## src/rtl/decode_stage.sv

```systemverilog
// RV32I decode stage: combinational decode of the incoming word, registered
// into a 2-entry (output + skid) buffer with valid/ready on both sides.
module decode_stage #(
  parameter int XLEN     = 32,
  parameter int SIGN_EXT = 1,
  parameter int CNT_W    = 16
) (
  input  logic             clk,
  input  logic             rst,
  input  logic             I_valid,
  output logic             O_ready,
  input  logic [31:0]      I_instr,
  input  logic [XLEN-1:0]  I_pc,
  input  logic             I_flush,
  output logic             O_valid,
  input  logic             I_ready,
  output logic [6:0]       O_op,
  output logic [4:0]       O_rd,
  output logic [4:0]       O_rs1,
  output logic [4:0]       O_rs2,
  output logic [2:0]       O_funct3,
  output logic [6:0]       O_funct7,
  output logic [XLEN-1:0]  O_imm,
  output logic [2:0]       O_fmt,
  output logic             O_branch,
  output logic             O_jump,
  output logic             O_mread,
  output logic             O_load,
  output logic             O_mwrite,
  output logic             O_regwrite,
  output logic             O_illegal,
  output logic [XLEN-1:0]  O_pc,
  output logic [CNT_W-1:0] O_count
);

  typedef struct packed {
    logic [6:0]      op;
    logic [4:0]      rd;
    logic [4:0]      rs1;
    logic [4:0]      rs2;
    logic [2:0]      funct3;
    logic [6:0]      funct7;
    logic [XLEN-1:0] imm;
    logic [2:0]      fmt;
    logic            branch;
    logic            jump;
    logic            mread;
    logic            load;
    logic            mwrite;
    logic            regwrite;
    logic            illegal;
    logic [XLEN-1:0] pc;
  } entry_t;

  typedef enum logic [1:0] {EMPTY, ONE, FULL} state_t;

  localparam logic [2:0] FMT_R = 3'd0, FMT_I = 3'd1, FMT_S = 3'd2,
                         FMT_B = 3'd3, FMT_U = 3'd4, FMT_J = 3'd5;

  // Widen an immediate whose top bit sits at raw[msb]; force_sign keeps
  // U-type sign-extended on 64-bit datapaths even in zero-fill mode.
  function automatic logic [XLEN-1:0] ext_imm(input logic [31:0] raw,
                                              input logic [4:0]  msb,
                                              input logic        force_sign);
    logic [XLEN-1:0] hi;
    logic            s;
    hi = {XLEN{1'b1}} << ({1'b0, msb} + 6'd1);
    s  = raw[msb] & ((SIGN_EXT != 0) | force_sign);
    return (XLEN'(raw) & ~hi) | (s ? hi : '0);
  endfunction

  entry_t     dec_p0;
  entry_t     out_p1, skid_p1;
  logic       vld_p1, skid_vld_p1;
  logic [CNT_W-1:0] cnt_p1;
  state_t     state_q, state_d;
  logic       accept, deliver;
  logic       load_out_dec, load_out_skid, load_skid;

  // Stage p0: decode of the word on the input port. Matching the full 7-bit
  // opcode also rejects any word whose low two bits are not 2'b11.
  always_comb begin
    dec_p0        = '0;
    dec_p0.op     = I_instr[6:0];
    dec_p0.rd     = I_instr[11:7];
    dec_p0.rs1    = I_instr[19:15];
    dec_p0.rs2    = I_instr[24:20];
    dec_p0.funct3 = I_instr[14:12];
    dec_p0.pc     = I_pc;
    case (I_instr[6:0])
      7'b0110011: begin
        dec_p0.fmt      = FMT_R;
        dec_p0.funct7   = I_instr[31:25];
        dec_p0.regwrite = 1'b1;
      end
      7'b0010011: begin
        dec_p0.fmt      = FMT_I;
        dec_p0.imm      = ext_imm({20'b0, I_instr[31:20]}, 5'd11, 1'b0);
        dec_p0.funct7   = (I_instr[13:12] == 2'b01) ? I_instr[31:25] : 7'b0;
        dec_p0.regwrite = 1'b1;
      end
      7'b0000011: begin
        dec_p0.fmt      = FMT_I;
        dec_p0.imm      = ext_imm({20'b0, I_instr[31:20]}, 5'd11, 1'b0);
        dec_p0.mread    = 1'b1;
        dec_p0.load     = 1'b1;
        dec_p0.regwrite = 1'b1;
      end
      7'b0100011: begin
        dec_p0.fmt    = FMT_S;
        dec_p0.imm    = ext_imm({20'b0, I_instr[31:25], I_instr[11:7]}, 5'd11, 1'b0);
        dec_p0.mwrite = 1'b1;
      end
      7'b1100011: begin
        dec_p0.fmt    = FMT_B;
        dec_p0.imm    = ext_imm({19'b0, I_instr[31], I_instr[7], I_instr[30:25],
                                 I_instr[11:8], 1'b0}, 5'd12, 1'b0);
        dec_p0.branch = 1'b1;
      end
      7'b0110111, 7'b0010111: begin
        dec_p0.fmt      = FMT_U;
        dec_p0.imm      = ext_imm({I_instr[31:12], 12'b0}, 5'd31, 1'b1);
        dec_p0.regwrite = 1'b1;
      end
      7'b1101111: begin
        dec_p0.fmt      = FMT_J;
        dec_p0.imm      = ext_imm({11'b0, I_instr[31], I_instr[19:12], I_instr[20],
                                   I_instr[30:21], 1'b0}, 5'd20, 1'b0);
        dec_p0.jump     = 1'b1;
        dec_p0.regwrite = 1'b1;
      end
      7'b1100111: begin
        dec_p0.fmt      = FMT_I;
        dec_p0.imm      = ext_imm({20'b0, I_instr[31:20]}, 5'd11, 1'b0);
        dec_p0.jump     = 1'b1;
        dec_p0.regwrite = 1'b1;
      end
      default: begin
        dec_p0.illegal = 1'b1;
        dec_p0.funct7  = I_instr[31:25];
      end
    endcase
  end

  // Ready depends only on buffer occupancy and reset, never on I_valid.
  assign O_ready = !rst && !skid_vld_p1;
  assign accept  = I_valid && O_ready;
  assign deliver = vld_p1 && I_ready;

  // Buffer occupancy state register.
  always_ff @(posedge clk) begin
    if (rst) state_q <= EMPTY;
    else     state_q <= state_d;
  end

  // Next occupancy and buffer load selects; flush overrides everything.
  always_comb begin
    state_d       = state_q;
    load_out_dec  = 1'b0;
    load_out_skid = 1'b0;
    load_skid     = 1'b0;
    if (I_flush) begin
      state_d = EMPTY;
    end else begin
      case (state_q)
        EMPTY: if (accept) begin
          state_d      = ONE;
          load_out_dec = 1'b1;
        end
        ONE: begin
          if (accept && deliver) begin
            load_out_dec = 1'b1;
          end else if (accept) begin
            load_skid = 1'b1;
            state_d   = FULL;
          end else if (deliver) begin
            state_d = EMPTY;
          end
        end
        FULL: if (deliver) begin
          state_d       = ONE;
          load_out_skid = 1'b1;
        end
        default: state_d = EMPTY;
      endcase
    end
  end

  // Stage p1: output and skid registers plus delivered-instruction counter.
  always_ff @(posedge clk) begin
    if (rst) begin
      out_p1      <= '0;
      skid_p1     <= '0;
      vld_p1      <= 1'b0;
      skid_vld_p1 <= 1'b0;
      cnt_p1      <= '0;
    end else begin
      vld_p1      <= (state_d != EMPTY);
      skid_vld_p1 <= (state_d == FULL);
      cnt_p1      <= cnt_p1 + {{(CNT_W-1){1'b0}}, deliver};
      if (load_out_dec)  out_p1  <= dec_p0;
      if (load_out_skid) out_p1  <= skid_p1;
      if (load_skid)     skid_p1 <= dec_p0;
    end
  end

  assign O_valid    = vld_p1;
  assign O_count    = cnt_p1;
  assign O_op       = out_p1.op;
  assign O_rd       = out_p1.rd;
  assign O_rs1      = out_p1.rs1;
  assign O_rs2      = out_p1.rs2;
  assign O_funct3   = out_p1.funct3;
  assign O_funct7   = out_p1.funct7;
  assign O_imm      = out_p1.imm;
  assign O_fmt      = out_p1.fmt;
  assign O_branch   = out_p1.branch;
  assign O_jump     = out_p1.jump;
  assign O_mread    = out_p1.mread;
  assign O_load     = out_p1.load;
  assign O_mwrite   = out_p1.mwrite;
  assign O_regwrite = out_p1.regwrite;
  assign O_illegal  = out_p1.illegal;
  assign O_pc       = out_p1.pc;

endmodule

```

## config.mk

```make
export PLATFORM = sky130hd
export DESIGN_NAME = decode_stage
export DESIGN_NICKNAME = d
export VERILOG_FILES = /design/src/rtl/decode_stage.sv
export SDC_FILE = /design/constraint.sdc
export NUM_CORES = 1
export LEC_CHECK = 0
export BUFFER_PORTS_ARGS = -buffer_cell sky130_fd_sc_hd__buf_2
export CORE_ASPECT_RATIO = 2
export CORE_UTILIZATION = 54
export DETAILED_ROUTE_END_ITERATION = 10
export PLACE_DENSITY = 0.79
export SYNTH_ARGS = -nofsm -noshare
export SYNTH_HDL_FRONTEND = slang
export SYNTH_SLANG_ARGS = --single-unit
```

## constraint.sdc

```tcl
create_clock -name clk -period 2.58 [get_ports clk]
set_input_delay 0.387 -clock clk [delete_from_list [all_inputs] [get_ports clk]]
set_output_delay 0.387 -clock clk [all_outputs]
set_load 0.01 [all_outputs]
```

# [Yosys cells after proc, flatten, opt, wreduce, memory -nomap -nowiden]
# Index checks and enable logic that the tools add are counted.
[op_classes] reduce_logical=15 eq_ne=13 muxes=32 addsub=1 n_bitwise=4
[ops] operator="$mux W106" count=2
[ops] operator="$pmux W32 S5" count=1
[ops] operator="$mux W32" count=3
[ops] operator="$or A12 B32 Y32" count=2
[ops] operator="$or A13 B32 Y32" count=1
[ops] operator="$or A21 B32 Y32" count=1
[ops] operator="$eq A7 B6 Y1 const B" count=3
[ops] operator="$eq A7 B7 Y1 const B" count=3
[ops] operator="$add A16 B1 Y16" count=1
[ops] operator="$pmux W3 S5" count=1
[ops] operator="$eq A7 B5 Y1 const B" count=2
[ops] operator="$mux W1" count=14
[ops] operator="$mux W2" count=7
[ops] operator="$pmux W7 S2" count=1
[ops] operator="$reduce_or A7 Y1" count=2
[ops] operator="$reduce_or A9 Y1" count=1
[ops] operator="$eq A7 B2 Y1 const B" count=1
[ops] operator="$mux W7" count=1
[ops] operator="$pmux W2 S3" count=1
[ops] operator="$eq A2 B1 Y1 const B" count=2
[ops] operator="$eq A2 B2 Y1 const B" count=2
[ops] operator="$logic_and A1 B1 Y1" count=4
[ops] operator="$reduce_bool A2 Y1" count=2
[ops] operator="$reduce_or A2 Y1" count=2
[ops] operator="other kinds (4)" count=5
[word_totals] in_bits=69 regBits=232 elab_cells=101 output_inout_bits=124

# [Logic depth before layout (Yosys ltp)]
# Gate-level depths: netlist (run 1).
[logic_depth] word_depth=9 ltp_mapped=9 depth_no_buf=8

# [Least setup slack after synthesis (run 1)]
# Ideal clock, no wire load.
[synth_timing] kind="flip-flop to flip-flop" from="register vld_p1, in the netlist O_valid" to="register cnt_p1[12], in the netlist O_count[12]" setup_time_ps=128 required_ps=2452 path_stages_with_launch=10 arrival_time_ps=1918 synth_period_minus_slack_ps=2046 slack_ps=534 path_cell_list="dfxtp_1 and2_1 clkbuf_1 ha_1 ha_1 nand4_1 nor3_1 nand3_1 xor2_1 nor2_1"
[synth_between] elab_chain_cells=2
[synth_lines] element="from (decl)" line="74" text="logic vld_p1, skid_vld_p1;"
[synth_lines] element="from (signal assigned)" line="198" text="vld_p1 <= (state_d != EMPTY);"
[synth_lines] element="$logic_and A1 B1 Y1" line="148" text="assign deliver = vld_p1 && I_ready;"
[synth_lines] element="$add A16 B1 Y16" line="200" text="cnt_p1 <= cnt_p1 + {{(CNT_W-1){1'b0}}, deliver};"
[synth_lines] element="to (signal assigned)" line="200"
[synth_lines] element="to (decl)" line="75" text="logic [CNT_W-1:0] cnt_p1;"
# Every way passes these cells.
# A chain may end at the register's enable or synchronous reset.

# [Worst setup path in the final report (run 1)]
[layout_timing] from="register state_q[0]" to="register skid_p1[51] in the netlist's numbering"
[layout_between] elab_chain_cells=3
[layout_lines] element="from (decl)" line="76" text="state_t state_q, state_d;"
[layout_lines] element="from (signal assigned)" line="153" text="else state_q <= state_d;"
[layout_lines] element="$eq A2 B1 Y1" line="165" text="case (state_q)"
[layout_lines] element="$mux W1" line="165"
[layout_lines] element="$mux W1" line="162" text="if (I_flush) begin"
[layout_lines] element="to (signal assigned)" line="203" text="if (load_skid) skid_p1 <= dec_p0;"
[layout_lines] element="to (decl)" line="73" text="entry_t out_p1, skid_p1;"
# Every way passes these cells.

==> run summary, run 1 <==
The flow ran to the end, and the final reports show no timing, DRC or antenna violations. The ratio of routed vias to standard cells is 5.838, and the layout cell share with drive strength beyond 1 is 21.63%. The number of cells after detailed placement is 1398.

Setup repair after global routing left no endpoint under its margin. Number of gates resized after CTS: 0. Prior to clock tree synthesis, the placed netlist has a worst setup slack of 0.2574 ns. The number of setup buffers added after CTS is 0. VDD sags by at most 0.5274 mV.

The run gives 0 as the max-slew violation total from the final report. After layout, the design draws a total of 7.217 mW. The logs give 17410 µm² for the area enclosed by the die boundary and 3 for the number of buffers between clock root and the deepest sink.

Synthesis handed over a netlist of 1074 instances. After filler insertion, the fill cell instance count of the layout stands at 1414. For the number of H-tree levels, the log shows 1. Of all flip-flops after synthesis, the portion carrying an async set or reset was 0%. The die is 185.6 µm tall. The number of hold buffers added after CTS was 0.

Across every metal layer, demand over resource in global routing totals 28.26%. Clock tree synthesis found a total of 230 sinks. The routed layout has 8383 vias. A synthesized cell averages 8.476 µm².

Summing the sequential cell areas from Yosys gives 50.58% of the chip area. The tools report the number of hold-slack violations in the final timing report as 0. In the final timing run, aggregate negative setup slack is 0 ns. The number of buffers created by CTS was 21; the pin count of the biggest net entering global routing was 104. The area occupied by multi-input gates came out at 4074 µm².

In this run, the number of DRC markers left after iteration 0 of detailed routing was 561. The average wire length per cell after detail routing was 17.54 µm; the register cell area after layout was 4604 µm². The worst setup path is launched from a register. The synthesized netlist occupies a cell area of 9104 µm².

The worst setup path is captured at a register. Once detail routing completed, the nets flagged for antenna violations numbered 0. The area after detailed placement is 10160 µm², and the post-route core utilization is 66.20%.

For the initial standard-cell utilization of the core, the log shows 55.68%. In this run the horizontal extent of the chip is 93.81 µm. The data arrival time of the critical path is 2.62 ns, and the overflow left after global routing is 0. The synthesis-to-finish area growth is 18.90%. Number of antenna violations at the first check in global routing: 1. The post-layout minimum cycle time was 2.192 ns; the design area was 10820 µm². The number of enable-type register cells in the synthesized netlist was 0; the number of detailed-route iterations in the first pass was 5. The clock network latency to the later pin of the worst-skew pair is 0.50 ns. The logs give 0.8368 for the placer's final routability congestion estimate and 0.01118 ns for the final setup skew. The floorplan has 66 rows.

After detailed routing, the total wire length is 25.19 mm. The synthesized netlist contains 58 unique library cells. The tools report the leakage dissipation as 4.273 nW. The root buffer cell is clkbuf_16. For this run, design rule violations remaining after detail routing come to 0. Worst-case setup margin in the final layout: 0.3883 ns. The tightest hold path in the finished design has a slack of 0.1360 ns. The maximum achievable frequency is 456.3 MHz, and the count of synthesis-stage warnings from yosys is 0.

Clock-pin slew was measured on the worst setup and hold paths at 0.07 ns. For the pin with the worst max-slew slack, the measured transition is 1.088 ns. Power spread over the standard cell area amounts to 666.7 nW/µm². The number of synthesized register bits came out at 230. The logs give 1145 for the number of nets produced by synthesis and 193 for the top-level I/O count. The wire length of the first global-routing pass was 39.50 mm; the number of cells in the finished layout apart from fillers was 1436. The wire-length estimate of the detail-placed layout is 16.43 mm. The share of the clock period used by the worst path works out to 84.95%.

By startpoint and endpoint, the worst setup path is classified as reg2reg. The tools report the headroom to the max-slew limit as 27.50%. Most used flip-flop cell after synthesis: dfxtp_1.

At the worst endpoint, the required time is 3.00 ns. Max-capacitance violation count: 0. In this run the worst hold path is classified as in2reg. The placeable core region came out at 16350 µm². TritonCTS built the clock tree. Of all nets on the critical path, the largest fanout is 82. The via count of the first global-routing pass was 7891. The tools report the number of nets at the end of the flow as 1288. Input and output buffers added on the ports amount to 192. For the total setup violations reported at the end of the flow, the log shows 0.
==> layer usage <==
layer | vias to the layer above | part of all wire (%) | wire length (µm) | global-route usage [%]
met5 | - | 0 | 0 | 0
met4 | 0 | 3.3 | 827 | 11.38
met3 | 59 | 5.7 | 1430 | 3.922
met2 | 285 | 53 | 13410 | 52.32
met1 | 3976 | 38 | 9523 | 31.79
li1 | 4063 | - | - | -
==> cell usage in the layout (no fill, tap or decap), types with 4 or more instances in the layout <==
cell type / Yosys / layout
a2bb2oi_1: 6 / 6
a22oi_1: 19 / 19
nand3_1: 21 / 20
nor4_1: 4 / 4
clkbuf_16: 0 / 21
nor2_1: 183 / 183
buf_12: 0 / 5
dfxtp_1: 230 / 230
buf_2: 25 / 191
clkinv_2: 0 / 7
buf_4: 2 / 16
xnor2_1: 4 / 4
o221ai_1: 59 / 59
xor2_1: 9 / 9
a211oi_1: 29 / 29
clkbuf_8: 0 / 4
o21ai_0: 5 / 5
nor3_1: 8 / 8
and3_1: 18 / 17
nand2_1: 171 / 170
o22ai_1: 15 / 15
a221oi_1: 9 / 9
inv_1: 9 / 9
nor2b_1: 4 / 4
a21oi_1: 123 / 123
o2bb2ai_1: 7 / 7
==> cells by family (layout without fill, tap and decap cells) <==
| family | count (synthesis) | in the layout | synth area share (%) |
|---|---|---|---|
| adder cells (fa/ha/maj) | 2 | 2 | 0.2748 |
| other | 0 | 2 | 0 |
| buffers and inverters | 103 | 259 | 4.920 |
| flip-flops | 230 | 230 | 50.58 |
| XOR/XNOR | 13 | 13 | 1.251 |
| multiplexers | 1 | 1 | 0.1100 |
| AO/OA/AOI/OAI | 290 | 290 | 22.09 |
| AND/OR/NAND/NOR | 435 | 435 | 20.78 |
==> path summary, 6_finish.rpt <==
kind	cells past startpoint	slack [ns]	from	to
worst max-delay path	7	0.39	state_q[0]	skid_p1[51]
worst min-delay path	3	0.14	I_pc[22]	skid_p1[22]
worst max register to register	7	0.39	state_q[0]	skid_p1[51]
worst min register to register	2	0.45	O_fmt[2]	O_fmt[2]
==> area by class of cell <==
type                    instances  area share, %
inverters                      10         0.3468
clock buffers                  27          5.433
clock inverters                 9         0.6704
diodes                          2        0.04624
multi-input cells             741          37.64
flip-flops and latches        230          42.54
repair buffers                213          10.97
well taps                     204          2.358
==> synth_stat cells (all sizes together), types with 2 or more instances <==
master,n,share of area [%]
nand4,3,0.21
o21ai,5,0.27
o32ai,2,0.48
nor3,8,0.44
a221oi,12,1.4
xnor2,4,0.38
o22ai,15,1.0
xor2,9,0.87
buf,36,2.2
clkbuf,57,2.4
inv,10,0.41
dfxtp,230,51
nand2b,3,0.21
a31oi,2,0.14
nor2b,4,0.27
ha,2,0.27
a22oi,19,1.6
and2,2,0.14
nand4b,2,0.19
nand2,172,7.1
a211oi,30,2.5
nor4,5,0.51
and3,18,1.2
or3,3,0.21
a32oi,2,0.19
nor3b,3,0.43
nand3,21,1.2
o2bb2ai,7,0.67
a2bb2oi,6,0.58
nand3b,3,0.25
a21oi,124,6.9
o221ai,59,5.7
nor2,184,7.7
==> critical path: stages, from the launching register on <==
cell	delay, ns
dfxtp_1	0.42
a21boi_0	0.49
nand3b_1	0.19
buf_4	0.42
a21oi_1	0.25
buf_4	0.17
a22oi_1	0.06
nor2_1	0.12
==> sequential cells by signal, summed over array words and instances (netlist names) <==
name         flops
O_branch         1
O_count         16
O_fmt            3
O_funct3         3
O_funct7         7
O_illegal        1
O_imm           32
O_jump           1
O_mread          1
O_mwrite         1
O_op             7
O_pc            32
O_rd             5
O_regwrite       1
O_rs1            5
O_rs2            5
O_valid          1
skid_p1        105
skid_vld_p1      1
state_q          2
==> where the power goes <==
part           switching (mW)  total [mW]  internal [mW]  leakage [nW]
clock network            1.33        3.04           1.71         0.332
logic                   0.330       0.521          0.191          2.08
registers              0.0385        3.66           3.62          1.86
(Power assumes the default switching activity.)
==> inputs of run 2 (changes only) <==
- clock period: 2.58 -> 2.12 ns (I/O delays scaled with it)
==> run 2 against run 1 <==
Total power up 26%; highest routed layer unchanged; cell count up 1.7%; worst hold slack worse by 0.074 ns; routed wire length up 0.53%; cell area up 3.2%; register-to-register slack worse by 0.26 ns.
==> run summary, run 2 (synthesized netlist as in run 1, its figures left out) <==
The setup slack of the worst register-to-register path came out at 0.12 ns (was 0.39 ns). The total of fill cells in the finished design was 1396 (was 1414). Area occupied by multi-input gates: 4079 µm² (was 4074 µm²).

The largest fanout on the critical path works out to 65 (was 82). The category of the worst setup path capture point is a register (unchanged). Area enclosed by the die boundary: 17410 µm² (unchanged).

The tools report the type of element launching the critical path as a register (unchanged). The number of antenna violations at the first check in global routing came out at 1 (unchanged). The required time of the critical path is 2.49 ns (was 3.00 ns), and the number of nets at the end of the flow is 1312 (was 1288). The layout cell share with drive strength beyond 1 is 23.06% (was 21.63%). The register bank with the most flops was skid_p1 (unchanged).

The run gives 1 (unchanged) as the number of H-tree levels. The overall global routing resource usage was 28.35% (was 28.26%). TritonCTS built the clock tree. The tools report the number of placement rows as 66 (unchanged). The tools report the register cell area after layout as 4604 µm² (unchanged). The number of cells traversed by the worst register-to-register path came out at 7 (unchanged). The cell depth of the worst hold path is 3 (unchanged).

The placer's final routability congestion estimate is 0.8835 (was 0.8368). The transition at the pin with the smallest max-transition slack was 0.7134 ns (was 1.088 ns); the synthesis-to-finish area growth was 22.73% (was 18.90%). The pin count of the biggest net entering global routing is 116 (was 104), and the number of buffers created by CTS is 21 (unchanged).

The top-level I/O count was 193 (unchanged). The overflow left after global routing is 0 (unchanged). The worst-case setup margin in the final layout came out at 0.1241 ns (was 0.3883 ns). The root buffer cell is clkbuf_16 (unchanged). The DRC violation total after the first TritonRoute iteration is 569 (was 561), and the wire length of the first global-routing pass is 39.59 mm (was 39.50 mm). For the max-slew violation total from the final report, the log shows 0 (unchanged). The type of the tightest min-delay check was in2reg (unchanged). The launch point of the worst reg-to-reg path is state_q[1] (was state_q[0]). The post-layout minimum cycle time works out to 1.996 ns (was 2.192 ns). Share of the clock period used by the worst path: 94.15% (was 84.95%). For the headroom to the max-slew limit, the log shows 52.44% (was 27.50%). Total half-perimeter wirelength after legalization and detailed placement: 17.27 mm (was 16.43 mm). The area after detailed placement was 10420 µm² (was 10160 µm²); the clock transition time at the flip-flop clock pins of the worst setup and hold paths was 0.07 ns (about the same). The number of buffers between clock root and the deepest sink came out at 3 (unchanged). Top library cells by usage in the layout, fill and taps aside: dfxtp_1, buf_2, nor2_1 (unchanged).

The max-capacitance violation count was 0 (unchanged). The number of clock sinks seen by CTS was 230 (unchanged). The tools report the startpoint of the tightest hold check path as I_pc[14] (was I_pc[22]). The clock network latency to the later pin of the worst-skew pair was 0.50 ns (about the same).

The run gives 0 (unchanged) as the remaining number of nets flagged by the antenna check after routing. The tools report the setup TNS as 0 ns (unchanged). The run gives 0.8243 mV (was 0.5274 mV) as the maximum vdd drop. The endpoint of the lowest-slack register-to-register path is skid_p1[36] (was skid_p1[51]). The power per standard cell area came out at 814.0 nW/µm² (was 666.7 nW/µm²). The number of flip-flops in the largest register came out at 105 (unchanged).

The number of detailed-route iterations in the first pass came out at 5 (unchanged). The number of remaining DRC errors was 0 (unchanged); the vertical extent of the die was 185.6 µm (unchanged). For the leakage dissipation, the log shows 4.453 nW (was 4.273 nW). Initial standard-cell utilization of the core: 55.68% (unchanged).

The number of input and output port buffers inserted came out at 192 (unchanged). The flow ran to the end, and the final reports show no timing, DRC or antenna violations. The design area came out at 11170 µm² (was 10820 µm²). The run gives 0 (unchanged) as the total setup violations reported at the end of the flow. Most frequent standard cell in the layout excluding fill and tap cells: dfxtp_1 (unchanged).

The worst slack after detailed placement came out at 0.07417 ns (was 0.2574 ns). The maximum achievable frequency was 501.0 MHz (was 456.3 MHz). The data arrival time of the critical path came out at 2.37 ns (was 2.62 ns).

Critical setup path kind: reg2reg (unchanged). The placeable core region is 16350 µm² (unchanged), and the number of hold-slack violations in the final timing report is 0 (unchanged). The final wirelength is 25.33 mm (was 25.19 mm), and the ratio of routed vias to standard cells is 5.836 (was 5.838). The average wire length per cell after detail routing is 17.35 µm (was 17.54 µm). The hold path endpoint is skid_p1[14] (was skid_p1[22]). The x dimension of the die works out to 93.81 µm (unchanged).

For the via count, the log shows 8521 (was 8383). The tools report the via count of the first global-routing pass as 8135 (was 7891). The final setup skew came out at 0.007776 ns (was 0.01118 ns).
## run 2: cell type report
type	count	area share, %
sequential	230	41.21
multi-input combinational	741	36.51
timing repair buffer	237	13.14
clock buffer	29	5.420
tap	204	2.284
clock inverter	6	1.041
inverter	10	0.3359
antenna	3	0.06719
## run 2: worst max path at each step
stage               startpoint          end  slack, ns  cells past startpoint
floorplan              O_valid  O_count[12]       0.07                      9
global placement    state_q[1]    O_imm[21]       0.11                      7
detailed placement  state_q[1]    O_imm[22]       0.07                      7
CTS                 state_q[1]    O_imm[20]       0.05                      7
global route        state_q[1]    O_imm[27]     -0.007                      7
finish              state_q[1]  skid_p1[36]       0.12                      7
## run 2: layer usage
layer	track usage, %	part of all wire (%)	up-vias
met5	0	0	-
met3	4.085	5.3	59
met2	53.69	54	281
met4	12.68	3.8	0
met1	30.22	37	4073
li1	-	-	4108
## run 2: critical path, cell delays in order (launching register included)
cell      delay [ns]
dfxtp_1         0.53
nor4b_4         0.11
buf_4           0.16
nand3b_1        0.16
buf_4           0.60
nor3_1          0.09
a21oi_1         0.15
nor2_1          0.05
## run 2: repair_timing
item | CTS | global route
setup buffers | 0 | 2
gates resized for setup | 0 | 1
endpoints found under the setup margin | 0 | 14
hold buffers | 0 | 0
## run 2: power by group
part | internal [mW] | leakage, nW | switching [mW]
Clock | 2.37 | 0.354 | 1.61
Sequential | 4.40 | 1.86 | 0.0471
Combinational | 0.257 | 2.24 | 0.408
## run 2: stage by stage
step / utilization, % / power [mW] / cells / hold WS, ns
floorplan: - / 4.898 / 1074 / 0.4323
global placement: 63.75 / 5.191 / 1420 / 0.4377
detailed placement: 63.75 / 5.206 / 1420 / 0.4467
CTS: 68.17 / 9.151 / 1455 / 0.05381
global route: 68.30 / 9.386 / 1458 / 0.05819
finish: 68.33 / 9.095 / 1460 / 0.06217
